## config.mk

```make
export PLATFORM = sky130hd
export DESIGN_NAME = us_scan_timing_gen
export DESIGN_NICKNAME = d
export VERILOG_FILES = /design/src/rtl/us_scan_timing_gen.sv
export SDC_FILE = /design/constraint.sdc
export NUM_CORES = 1
export LEC_CHECK = 0
export ABC_AREA = 1
export CAP_MARGIN = 20
export CORE_MARGIN = 3
export CORE_UTILIZATION = 57
export DETAILED_ROUTE_END_ITERATION = 7
export PLACE_DENSITY = 0.9
export SLEW_MARGIN = 15
export SYNTH_ARGS = -nofsm -noshare
export SYNTH_HDL_FRONTEND = slang
export SYNTH_SLANG_ARGS = --single-unit
export TNS_END_PERCENT = 10
```

## constraint.sdc

```tcl
create_clock -name clk_in -period 2.1 [get_ports clk_in]
set_input_delay 0.42 -clock clk_in [delete_from_list [all_inputs] [get_ports clk_in]]
set_output_delay 0.42 -clock clk_in [all_outputs]
set_load 0.05 [all_outputs]
```

## src/rtl/us_scan_timing_gen.sv

```systemverilog
// ---------------------------------------------------------------------------
// us_scan_timing_gen
//
// Purpose:
//    Generates the per-line acquisition timing presented to the CC3200 host.
//    Each scan line is one Envelop pulse followed by FOCUS_ZONES RX_Gate
//    pulses, then a LINE_GAP idle stretch. The module also tracks the current
//    line index and the focus code (00 -> 10 -> 11 -> 00) that the host
//    decodes, and handles frame start/stop requests from the scan controller.
//
// Ports:
//    clk_in      in   1  system clock
//    reset_n     in   1  asynchronous active-low reset
//    start       in   1  single-cycle frame start request (ignored while busy)
//    stop        in   1  single-cycle graceful stop (current line completes)
//    envelop     out  1  line-start pulse to host, registered
//    rx_gate     out  1  focal-zone gate pulse to host, registered
//    line_idx    out  8  index of the current line, 0-based
//    focus_idx   out  2  focus code, advances on each rx_gate rise
//    busy        out  1  high whenever the FSM is not idle
//    frame_done  out  1  one-cycle pulse on the final cycle of the last line
//
// Configuration:
//    US_SCAN_CONT_EN  when defined, frames run back to back after the last
//                     line (frame_done still pulses) until a stop is pending.
//                     When undefined, every frame needs its own start.
// ---------------------------------------------------------------------------
module us_scan_timing_gen #(
   parameter int ENV_WIDTH       = 4,
   parameter int ENV_GAP         = 2,
   parameter int GATE_WIDTH      = 3,
   parameter int GATE_PERIOD     = 8,
   parameter int FOCUS_ZONES     = 3,
   parameter int LINE_GAP        = 5,
   parameter int LINES_PER_FRAME = 128
) (
   input  logic       clk_in,
   input  logic       reset_n,
   input  logic       start,
   input  logic       stop,
   output logic       envelop,
   output logic       rx_gate,
   output logic [7:0] line_idx,
   output logic [1:0] focus_idx,
   output logic       busy,
   output logic       frame_done
);

   typedef enum logic [2:0] {
      ST_IDLE     = 3'd0,
      ST_ENV      = 3'd1,
      ST_ENV_GAP  = 3'd2,
      ST_GATE_HI  = 3'd3,
      ST_GATE_LO  = 3'd4,
      ST_LINE_GAP = 3'd5
   } state_t;

   // The phase counter is loaded with (duration - 1) on state entry and the
   // state is left on the cycle it reads zero, so every state lasts exactly
   // its programmed number of cycles with no slip between states.
   localparam logic [15:0] ENV_LOAD  = 16'(ENV_WIDTH - 1);
   localparam logic [15:0] EGAP_LOAD = 16'(ENV_GAP - 1);
   localparam logic [15:0] GHI_LOAD  = 16'(GATE_WIDTH - 1);
   localparam logic [15:0] GLO_LOAD  = 16'(GATE_PERIOD - GATE_WIDTH - 1);
   localparam logic [15:0] LGAP_LOAD = 16'(LINE_GAP - 1);
   localparam logic [7:0]  LINE_LAST = 8'(LINES_PER_FRAME - 1);
   localparam logic [1:0]  ZONES     = 2'(FOCUS_ZONES);

   state_t      state_r;
   state_t      state_next_s;
   logic [15:0] phase_r;
   logic [15:0] phase_next_s;
   logic [1:0]  gate_cnt_r;
   logic [1:0]  gate_cnt_next_s;
   logic [7:0]  line_idx_r;
   logic [7:0]  line_idx_next_s;
   logic [1:0]  focus_r;
   logic [1:0]  focus_next_s;
   logic        stop_pend_r;
   logic        stop_pend_next_s;
   logic        envelop_r;
   logic        rx_gate_r;
   logic        busy_r;
   logic        frame_done_r;
   logic        frame_done_next_s;
   logic        phase_done_s;
   logic        stop_req_s;
   logic        line_last_s;

   // Host focus code sequence; 01 is never produced.
   function automatic logic [1:0] focus_advance(input logic [1:0] code);
      logic [1:0] nxt;
      case (code)
         2'b00:   nxt = 2'b10;
         2'b10:   nxt = 2'b11;
         2'b11:   nxt = 2'b00;
         default: nxt = 2'b00;
      endcase
      return nxt;
   endfunction

   assign phase_done_s = (phase_r == 16'd0);
   // A stop arriving on the very last gap cycle still ends the run.
   assign stop_req_s   = stop_pend_r | stop;
   assign line_last_s  = (line_idx_r == LINE_LAST);

   // Next-state, phase counter and line/focus bookkeeping.
   always_comb begin
      state_next_s    = state_r;
      phase_next_s    = phase_done_s ? 16'd0 : (phase_r - 16'd1);
      gate_cnt_next_s = gate_cnt_r;
      line_idx_next_s = line_idx_r;
      focus_next_s    = focus_r;

      case (state_r)
         ST_IDLE: begin
            phase_next_s = 16'd0;
            // stop wins over a simultaneous start
            if (start && !stop) begin
               state_next_s    = ST_ENV;
               phase_next_s    = ENV_LOAD;
               gate_cnt_next_s = 2'd0;
               focus_next_s    = 2'b00;
            end else begin
               state_next_s = ST_IDLE;
            end
         end

         ST_ENV: begin
            if (phase_done_s) begin
               state_next_s = ST_ENV_GAP;
               phase_next_s = EGAP_LOAD;
            end else begin
               state_next_s = ST_ENV;
            end
         end

         ST_ENV_GAP: begin
            if (phase_done_s) begin
               state_next_s    = ST_GATE_HI;
               phase_next_s    = GHI_LOAD;
               gate_cnt_next_s = gate_cnt_r + 2'd1;
               focus_next_s    = focus_advance(focus_r);
            end else begin
               state_next_s = ST_ENV_GAP;
            end
         end

         ST_GATE_HI: begin
            if (phase_done_s) begin
               state_next_s = ST_GATE_LO;
               phase_next_s = GLO_LOAD;
            end else begin
               state_next_s = ST_GATE_HI;
            end
         end

         ST_GATE_LO: begin
            if (phase_done_s) begin
               if (gate_cnt_r < ZONES) begin
                  state_next_s    = ST_GATE_HI;
                  phase_next_s    = GHI_LOAD;
                  gate_cnt_next_s = gate_cnt_r + 2'd1;
                  focus_next_s    = focus_advance(focus_r);
               end else begin
                  state_next_s = ST_LINE_GAP;
                  phase_next_s = LGAP_LOAD;
               end
            end else begin
               state_next_s = ST_GATE_LO;
            end
         end

         ST_LINE_GAP: begin
            if (phase_done_s) begin
               if (line_last_s) begin
                  line_idx_next_s = 8'd0;
`ifdef US_SCAN_CONT_EN
                  if (stop_req_s) begin
                     state_next_s = ST_IDLE;
                     phase_next_s = 16'd0;
                  end else begin
                     state_next_s    = ST_ENV;
                     phase_next_s    = ENV_LOAD;
                     gate_cnt_next_s = 2'd0;
                     focus_next_s    = 2'b00;
                  end
`else
                  state_next_s = ST_IDLE;
                  phase_next_s = 16'd0;
`endif
               end else begin
                  line_idx_next_s = line_idx_r + 8'd1;
                  if (stop_req_s) begin
                     state_next_s = ST_IDLE;
                     phase_next_s = 16'd0;
                  end else begin
                     state_next_s    = ST_ENV;
                     phase_next_s    = ENV_LOAD;
                     gate_cnt_next_s = 2'd0;
                     focus_next_s    = 2'b00;
                  end
               end
            end else begin
               state_next_s = ST_LINE_GAP;
            end
         end

         default: begin
            state_next_s = ST_IDLE;
            phase_next_s = 16'd0;
         end
      endcase
   end

   // Stop-pending flag: set by stop while running, cleared on return to idle.
   always_comb begin
      stop_pend_next_s = stop_pend_r;
      if (state_next_s == ST_IDLE) begin
         stop_pend_next_s = 1'b0;
      end else if (stop && (state_r != ST_IDLE)) begin
         stop_pend_next_s = 1'b1;
      end else begin
         stop_pend_next_s = stop_pend_r;
      end
   end

   // frame_done is registered, so it is raised on entry to the final gap
   // cycle of the last line; line_idx_r is still that line's index there.
   always_comb begin
      frame_done_next_s = 1'b0;
      if ((state_next_s == ST_LINE_GAP) && (phase_next_s == 16'd0) && line_last_s) begin
         frame_done_next_s = 1'b1;
      end else begin
         frame_done_next_s = 1'b0;
      end
   end

   // State, counters and registered pin outputs.
   always_ff @(posedge clk_in or negedge reset_n) begin
      if (!reset_n) begin
         state_r      <= ST_IDLE;
         phase_r      <= 16'd0;
         gate_cnt_r   <= 2'd0;
         line_idx_r   <= 8'd0;
         focus_r      <= 2'b00;
         stop_pend_r  <= 1'b0;
         envelop_r    <= 1'b0;
         rx_gate_r    <= 1'b0;
         busy_r       <= 1'b0;
         frame_done_r <= 1'b0;
      end else begin
         state_r      <= state_next_s;
         phase_r      <= phase_next_s;
         gate_cnt_r   <= gate_cnt_next_s;
         line_idx_r   <= line_idx_next_s;
         focus_r      <= focus_next_s;
         stop_pend_r  <= stop_pend_next_s;
         envelop_r    <= (state_next_s == ST_ENV);
         rx_gate_r    <= (state_next_s == ST_GATE_HI);
         busy_r       <= (state_next_s != ST_IDLE);
         frame_done_r <= frame_done_next_s;
      end
   end

   assign envelop    = envelop_r;
   assign rx_gate    = rx_gate_r;
   assign line_idx   = line_idx_r;
   assign focus_idx  = focus_r;
   assign busy       = busy_r;
   assign frame_done = frame_done_r;

   us_scan_timing_gen_chk u_chk (
      .clk_in     (clk_in),
      .reset_n    (reset_n),
      .envelop    (envelop_r),
      .rx_gate    (rx_gate_r),
      .focus_idx  (focus_r),
      .busy       (busy_r),
      .frame_done (frame_done_r)
   );

endmodule

// ---------------------------------------------------------------------------
// us_scan_timing_gen_chk
//
// Purpose:
//    Pin-level invariants of the timing generator: envelop and rx_gate never
//    overlap or touch, focus code 01 never appears, frame_done only while busy.
//
// Ports:
//    clk_in, reset_n                        clock and async active-low reset
//    envelop, rx_gate, focus_idx, busy,
//    frame_done                             observed generator outputs
// ---------------------------------------------------------------------------
module us_scan_timing_gen_chk (
   input logic       clk_in,
   input logic       reset_n,
   input logic       envelop,
   input logic       rx_gate,
   input logic [1:0] focus_idx,
   input logic       busy,
   input logic       frame_done
);

   a_no_overlap : assert property (@(posedge clk_in) disable iff (!reset_n)
      !(envelop && rx_gate));

   a_gate_after_gap : assert property (@(posedge clk_in) disable iff (!reset_n)
      $rose(rx_gate) |-> !$past(envelop));

   a_no_code01 : assert property (@(posedge clk_in) disable iff (!reset_n)
      focus_idx != 2'b01);

   a_done_busy : assert property (@(posedge clk_in) disable iff (!reset_n)
      frame_done |-> busy);

endmodule

```

==> results.md, run 1 <==
* Count of warnings emitted by yosys at 0
* Routed wire length at 4.68 mm
* Mean area per synthesized cell at slightly above 7 µm²
* Placed Cells at 355
* Sum of internal, switching and leakage power at 4.02 mW
* FF-to-FF End: frame_done$_DFF_PN0_
* Routability cong. at 0.922
* Mux cell area share after synthesis at 0%
* GR Util met1 at 29.5%
* Hold-fix buffers, CTS at 0
* Clock root buffer: sky130_fd_sc_hd__clkbuf_8
* Drt wl/cell at 12.9 µm
* Synth Area in Adders at 1.79%
* Slowest cell on the critical path: sky130_fd_sc_hd__clkdlybuf4s50_1
* Worst slew slack as a fraction of its limit at 46.5%
* Launch instance of the worst register-to-register path: phase_r[2]$_DFF_PN0_
* Bufs and invs on worst path at 1
* Chain of cells forming the critical path: clkdlybuf4s50_1
* Maximum capacitance violations at 0
* Post-layout net count at 323
* Overall overflow remaining after global route at 0
* Effective utilization at floorplan at between 60% and 70%
* Via count of the first global-routing pass at between 1500 and 2000
* Number of enable flip-flop cells after synthesis at 0
* CTS sink count at 36
* Switching Fraction at 49.2%
* Filler cells at 262
* Final TNS setup at 0 ns
* Number of rows in the core area at 21
* Final Hold Vio Count at 0
* Portion of the post-synthesis area used by sequential elements at 43.0%
* Number of distinct library cell variants in the gate-level netlist after synthesis at 31
* Post-Place Cell Area at 2340 µm²
* Cells after synthesis at about 290
* Area of the die at ~4400 µm²
* Main flop type after synthesis: sky130_fd_sc_hd__dfrtp_1
* Crit-path max cell delay at 0.83 ns
* # H-tree levels at 2
* Final cell count without fillers at 363
* Final Critical Period at 1.94 ns
* Drt first-iter violations at ~150
* Boundary pin count at 18
* TritonCTS clock tree: built
* Number of register bits inferred by synthesis at 36
* RSZ-0062 raised after global routing: false
* Gr usage total at 23.5%
* Met2 global-route usage at 38.2%
* Pin count of the biggest net entering global routing at 37
* Net count of the mapped netlist at 295
* Post-synthesis compound-gate area fraction at 7.59%
* Vias at 1939
* Netlist Area Pre-Place at 2090 µm²
* Die width at 66.6 µm
* Share of synthesized cell area in and, or, nand and nor gates at between 30% and 40%
* Final number of setup-violating endpoints at 0
* Arr. time, crit path at 1.52 ns
* Die height at 66.6 µm
* Flop2flop setup slack at 0.19 ns
* Nature of the critical path endpoint: primary output
* Peak supply drop at 1.07 mV
* Global-route wire length before repair at just under 8 mm
* Antenna Diode Count at 0
* Via-to-Cell Ratio at 5.34
* Placeable core region at 3440 µm²
* Maximum root-to-sink buffer count at 2
* Final core utilization at between 70% and 80%
* Total of cells resized after clock tree synthesis at 0
* Final standard cell area without fillers at 2480 µm²
* Number of pins exceeding their max-slew limit in the final report at 0
* Quantity of I/O buffers inserted on ports at 17
* Proportion of power drawn by flip-flops and latches at 27.2%
* TritonCTS buffer count at 5
* Xor/xnor cell area share of the yosys netlist at about 2.1%
* Worst-Margin Slew at approximately 0.8 ns
* Crit Path Max Fanout at 4
* Async S/R FF share, synth at 100%
* Combinational family with the most area after synthesis: simple AND/OR/NAND/NOR gates
* Power per cell area at between 1500 and 2000 nW/µm²
* Critical path launch point type: flip-flop
* Share of total power in combinational logic at 58.0%
* Required time of the critical path at ~1.7 ns
* Clock transition at path regs at 0.08 ns
* Met3 capacity usage during global routing at 6.07%
* Synth-to-Final Area Change at 18.4%
* Path class of the lowest-slack min-delay path: input port to asynchronous set/reset pin
* HPWL after DPL at between 3 and 4 mm
* Total leakage power at 1.30 nW
* Top delay family on crit path: buffers and inverters
* Remaining number of nets flagged by the antenna check after routing at 0
* Fraction of power consumed by the clock network at 14.8%
* CP Class: flip-flop to primary output
* Number of antenna violations at the first check in global routing at 0
* DRC at 0
* Number of cells traversed by the worst register-to-register path at 11
* Post-CTS Setup Bufs at 0
* Proportion of layout cells with a drive suffix above 1 at a little under an eighth
* Portion of the clock cycle consumed by the worst path in the final layout at 92.4%
* Net switching component of the power at between 1.5 and 2 mW
* Result of the run: complete, no violations
* Most Used Layer, Global Route: met2
* Setup clock skew after layout at roughly 0.013 ns
* DR pass1 iterations at 5
* Internal power at 2.04 mW
* Maximum clock frequency at 515 MHz
* Latest clock arrival within the worst-skew pair at 0.29 ns
==> stage by stage <==
step                      hold WS, ns  setup WS, ns
after floorplan                 0.124         0.148
after global placement          0.470         0.135
after detailed placement        0.475        0.0832
after CTS                       0.235         0.143
after global routing            0.255       0.00299
final                           0.207         0.159
==> power by group through the flow <==
| stage | clock network [mW] | registers (mW) | logic (mW) |
|---|---|---|---|
| after floorplan | 0 | 1.21 | 1.56 |
| after global placement | 0 | 1.08 | 2.15 |
| after detailed placement | 0 | 1.09 | 2.22 |
| after CTS | 0.609 | 1.08 | 2.25 |
| after global routing | 0.634 | 1.12 | 2.60 |
| final | 0.596 | 1.09 | 2.33 |
==> layer usage <==
| metal | wire, µm | part of all wire [%] | vias up |
|---|---|---|---|
| met5 | 0 | 0 | - |
| met4 | 129 | 2.8 | 0 |
| met3 | 243 | 5.2 | 16 |
| met2 | 2260 | 48 | 75 |
| met1 | 2040 | 44 | 892 |
| li1 | - | - | 956 |
==> cells in the mapped netlist, types with 2 or more instances <==
library cell	number	area (µm²)
sky130_fd_sc_hd__o21ai_0	10	50.1
sky130_fd_sc_hd__dfrtp_1	36	901
sky130_fd_sc_hd__nor3_1	6	30.0
sky130_fd_sc_hd__nor2_1	59	221
sky130_fd_sc_hd__nand3_1	18	90.1
sky130_fd_sc_hd__xor2_1	4	35.0
sky130_fd_sc_hd__nor2_2	2	12.5
sky130_fd_sc_hd__nand2_1	72	270
sky130_fd_sc_hd__a21oi_1	10	50.1
sky130_fd_sc_hd__ha_1	3	37.5
sky130_fd_sc_hd__nand2_2	4	25.0
sky130_fd_sc_hd__nor2_4	2	22.5
sky130_fd_sc_hd__inv_1	40	150
sky130_fd_sc_hd__o21ai_1	3	15.0
sky130_fd_sc_hd__nor3_2	3	30.0
==> state kept, by name, summed over array words and instances (netlist names) <==
signal and flops:
phase_r 16, line_idx 8, state_r 3, focus_idx 2, gate_cnt_r 2, busy 1
envelop 1, frame_done 1, rx_gate 1, stop_pend_r 1
==> cell families after synthesis <==
kind of cell | count (synthesis)
AOI/OAI and AO/OA | 29
DFF | 36
xor gates and xnor gates | 5
adders and majority gates | 3
buffers and inverters | 42
and+or+nand+nor | 173
==> layout make-up <==
class                   instances  area, µm²  share of cell area, %
clock buffers                   6       72.6                   2.93
clock inverters                 2       35.0                   1.41
inverters                      41        154                   6.21
multi-input cells             210       1050                   42.6
flip-flops and latches         36        901                   36.4
well taps                      46       57.6                   2.32
repair buffers                 22        203                   8.18
==> worst max path at each step <==
stage	end	cells after the start	startpoint	slack [ns]
floorplan	stop_pend_r$_DFFE_PN0P_	10	line_idx[1]$_DFFE_PN0P_	0.15
detailed placement	gate_cnt_r[0]$_DFFE_PN0P_	9	start	0.08
CTS	line_idx[3]	1	line_idx[3]$_DFFE_PN0P_	0.14
global placement	gate_cnt_r[0]$_DFFE_PN0P_	9	start	0.13
global route	frame_done$_DFF_PN0_	11	phase_r[2]$_DFF_PN0_	0.003
finish	line_idx[3]	1	line_idx[3]$_DFFE_PN0P_	0.16
==> layout by cell type, fill, tap and decap left out, types with 3 or more instances in the layout <==
| cell type | count |
|---|---|
| sky130_fd_sc_hd__nand2_1 | 71 |
| sky130_fd_sc_hd__a21oi_1 | 10 |
| sky130_fd_sc_hd__nand2_2 | 3 |
| sky130_fd_sc_hd__dfrtp_1 | 36 |
| sky130_fd_sc_hd__buf_4 | 5 |
| sky130_fd_sc_hd__inv_1 | 40 |
| sky130_fd_sc_hd__nor2_4 | 3 |
| sky130_fd_sc_hd__nor2_2 | 4 |
| sky130_fd_sc_hd__o21ai_0 | 10 |
| sky130_fd_sc_hd__xor2_1 | 4 |
| sky130_fd_sc_hd__clkbuf_8 | 5 |
| sky130_fd_sc_hd__nor3_1 | 6 |
| sky130_fd_sc_hd__nand2_4 | 3 |
| sky130_fd_sc_hd__nor2_1 | 56 |
| sky130_fd_sc_hd__clkdlybuf4s50_1 | 16 |
| sky130_fd_sc_hd__o21ai_1 | 3 |
| sky130_fd_sc_hd__nor3_2 | 3 |
| sky130_fd_sc_hd__nand3_1 | 18 |
Power figures use the tool's default switching activity.
==> run 2: changes to the inputs <==
--- a/config.mk
+++ b/config.mk
@@ -7,11 +7,12 @@
 export LEC_CHECK = 0
 export ABC_AREA = 1
 export CAP_MARGIN = 20
+export CELL_PAD_IN_SITES_DETAIL_PLACEMENT = 0
+export CELL_PAD_IN_SITES_GLOBAL_PLACEMENT = 1
 export CORE_MARGIN = 3
-export CORE_UTILIZATION = 57
+export CORE_UTILIZATION = 42
 export DETAILED_ROUTE_END_ITERATION = 7
 export PLACE_DENSITY = 0.9
-export SLEW_MARGIN = 15
 export SYNTH_ARGS = -nofsm -noshare
 export SYNTH_HDL_FRONTEND = slang
 export SYNTH_SLANG_ARGS = --single-unit
==> results.md, run 2 (synthesis results as in run 1) <==
* Register area at 901 µm² (unchanged)
* Placeable core region at 4750 µm² (+38%)
* Gr usage total at 16.8% (-6.7 points)
* Peak supply drop at 0.742 mV (-31%)
* Nature of the critical path endpoint: primary output
* Area of the die at 5870 µm² (+32%)
* Filler cells at 498 (+90%)
* Result of the run: complete, no violations
* Final Critical Period at 1.95 ns (+0.0118 ns)
* TritonCTS clock tree: built
* Number of flip-flops under the largest register name at 16 (unchanged)
* Crit Path Max Fanout at 4 (unchanged)
* Final number of setup-violating endpoints at 0 (unchanged)
* TritonCTS buffer count at 5 (unchanged)
* Top reg by flops: phase_r
* Maximum capacitance violations at 0 (unchanged)
* Final Hold Vio Count at 0 (unchanged)
* Via count of the first global-routing pass at 1776 (-3.1%)
* Routed wire length at 4.55 mm (-2.6%)
* Bufs and invs on worst path at 1 (unchanged)
* Via-to-Cell Ratio at 4.83 (-9.6%)
* Global-route wire length before repair at 7.94 mm (+1.5%)
* Maximum root-to-sink buffer count at 2 (unchanged)
* Antenna Diode Count at 0 (unchanged)
* CTS sink count at 36 (unchanged)
* Overall overflow remaining after global route at 0 (unchanged)
* RSZ-0062 raised after global routing: false
* Drt first-iter violations at 103 (-32%)
* Worst-Margin Slew at 0.508 ns (-0.294 ns)
* Portion of the clock cycle consumed by the worst path in the final layout at 93.0% (+0.56 points)
* Die height at 76.6 µm (+15%)
* Boundary pin count at 18 (unchanged)
* Final Hold Slack at 0.164 ns (-0.0424 ns)
* Maximum clock frequency at 512 MHz (-0.60%)
* Die width at 76.6 µm (+15%)
* CP Class: flip-flop to primary output
* Worst slew slack as a fraction of its limit at 66.0% (+19 points)
* DRC at 0 (unchanged)
* Drt wl/cell at 11.7 µm (-8.9%)
* Effective utilization at floorplan at 44.0% (-17 points)
* Number of rows in the core area at 25 (+19%)
* Required time of the critical path at 1.68 ns (about the same)
* Latest clock arrival within the worst-skew pair at 0.28 ns (about the same)
* Number of pins exceeding their max-slew limit in the final report at 0 (unchanged)
* DR pass1 iterations at 4 (-1)
* Power per cell area at 1580 nW/µm² (-2.6%)
* HPWL after DPL at 3.58 mm (+3.9%)
* Setup clock skew after layout at 0.00481 ns (-0.00866 ns)
* Arr. time, crit path at 1.53 ns (about the same)
* Hold-fix buffers, CTS at 0 (unchanged)
* Chain of cells forming the critical path: clkdlybuf4s50_1
* Area used by multi-input combinational logic at 1070 µm² (+1.1%)
* Crit-path max cell delay at 0.83 ns (about the same)
* Critical path launch point type: flip-flop
* Top delay family on crit path: buffers and inverters
* # H-tree levels at 2 (unchanged)
* Clock transition at path regs at 0.07 ns (about the same)
* Routability cong. at 0.949 (+2.9%)
* Total leakage power at 1.32 nW (+1.4%)
* Proportion of layout cells with a drive suffix above 1 at 12.8% (+1.4 points)
* Remaining number of nets flagged by the antenna check after routing at 0 (unchanged)
* Path class of the lowest-slack min-delay path: input port to asynchronous set/reset pin
* Slowest cell on the critical path: sky130_fd_sc_hd__clkdlybuf4s50_1
* Number of antenna violations at the first check in global routing at 0 (unchanged)
* Vias at 1874 (-3.4%)
* Flop2flop setup slack at 0.23 ns (+0.04 ns)
* Clock root buffer: sky130_fd_sc_hd__clkbuf_8
* Quantity of I/O buffers inserted on ports at 17 (unchanged)
* Most frequent standard cell in the layout excluding fill and tap cells: sky130_fd_sc_hd__nand2_1
* Final TNS setup at 0 ns (unchanged)
* Pin count of the biggest net entering global routing at 37 (unchanged)
* Most frequent cells in the layout: sky130_fd_sc_hd__nand2_1 (71), sky130_fd_sc_hd__nor2_1 (55), sky130_fd_sc_hd__inv_1 (40), sky130_fd_sc_hd__dfrtp_1 (36), sky130_fd_sc_hd__nand3_1 (18)
* Post-layout net count at 327 (+1.2%)
* Synth-to-Final Area Change at 21.6%
==> run 2: cell count changes in the layout (fill, tap and decap cells not counted), sizes merged <==
cell,change
buf,+4
==> run 2: layout make-up <==
cell class / count / area share (%)
well taps: 67 / 3.29
inverters: 41 / 6.05
flip-flops and latches: 36 / 35.4
clock buffers: 6 / 2.85
repair buffers: 26 / 9.14
clock inverters: 2 / 1.38
multi-input cells: 210 / 41.9
==> run 2: final timing paths <==
check,startpoint,to,cells after the start
max in group asynchronous,reset_n,phase_r[0]$_DFF_PN0_,2
min,reset_n,phase_r[5]$_DFF_PN0_,2
min in group clk_in,gate_cnt_r[1]$_DFFE_PN0P_,gate_cnt_r[1]$_DFFE_PN0P_,2
max reg2reg,phase_r[0]$_DFF_PN0_,line_idx[6]$_DFFE_PN0P_,10
min reg2reg,gate_cnt_r[1]$_DFFE_PN0P_,gate_cnt_r[1]$_DFFE_PN0P_,2
max,line_idx[3]$_DFFE_PN0P_,line_idx[3],1
==> run 2: power by group <==
| group | leakage (nW) | internal (mW) | switching, mW | total (mW) |
|---|---|---|---|---|
| Clock | 0.0552 | 0.352 | 0.240 | 0.592 |
| Sequential | 0.475 | 0.915 | 0.171 | 1.09 |
| Combinational | 0.788 | 0.797 | 1.55 | 2.34 |
==> run 2: repair_timing <==
item                                    CTS  global route
gates resized for setup                   0            10
endpoints found under the hold margin     0             0
buffers inserted                          0             3
endpoints found under the setup margin    0            10
==> run 2: layer usage <==
layer / GRT usage (%) / up-vias / wire (µm)
li1: - / 971 / -
met2: 27.4 / 41 / 2130
met5: 0 / - / 0
met4: 6.16 / 0 / 91
met1: 21.7 / 851 / 2140
met3: 4.02 / 11 / 190
==> run 2: through the flow <==
step                setup slack [ns]  instance area (µm²)  utilization, %  power, mW  std cells
floorplan                      0.148                 2090               -       2.77        288
global placement               0.116                 2380            50.0       3.30        377
detailed placement            0.0916                 2380            50.0       3.31        377
CTS                           0.0789                 2480            52.2       3.93        385
global route                 0.00588                 2540            53.5       4.43        388
finish                         0.147                 2540            53.5       4.02        388
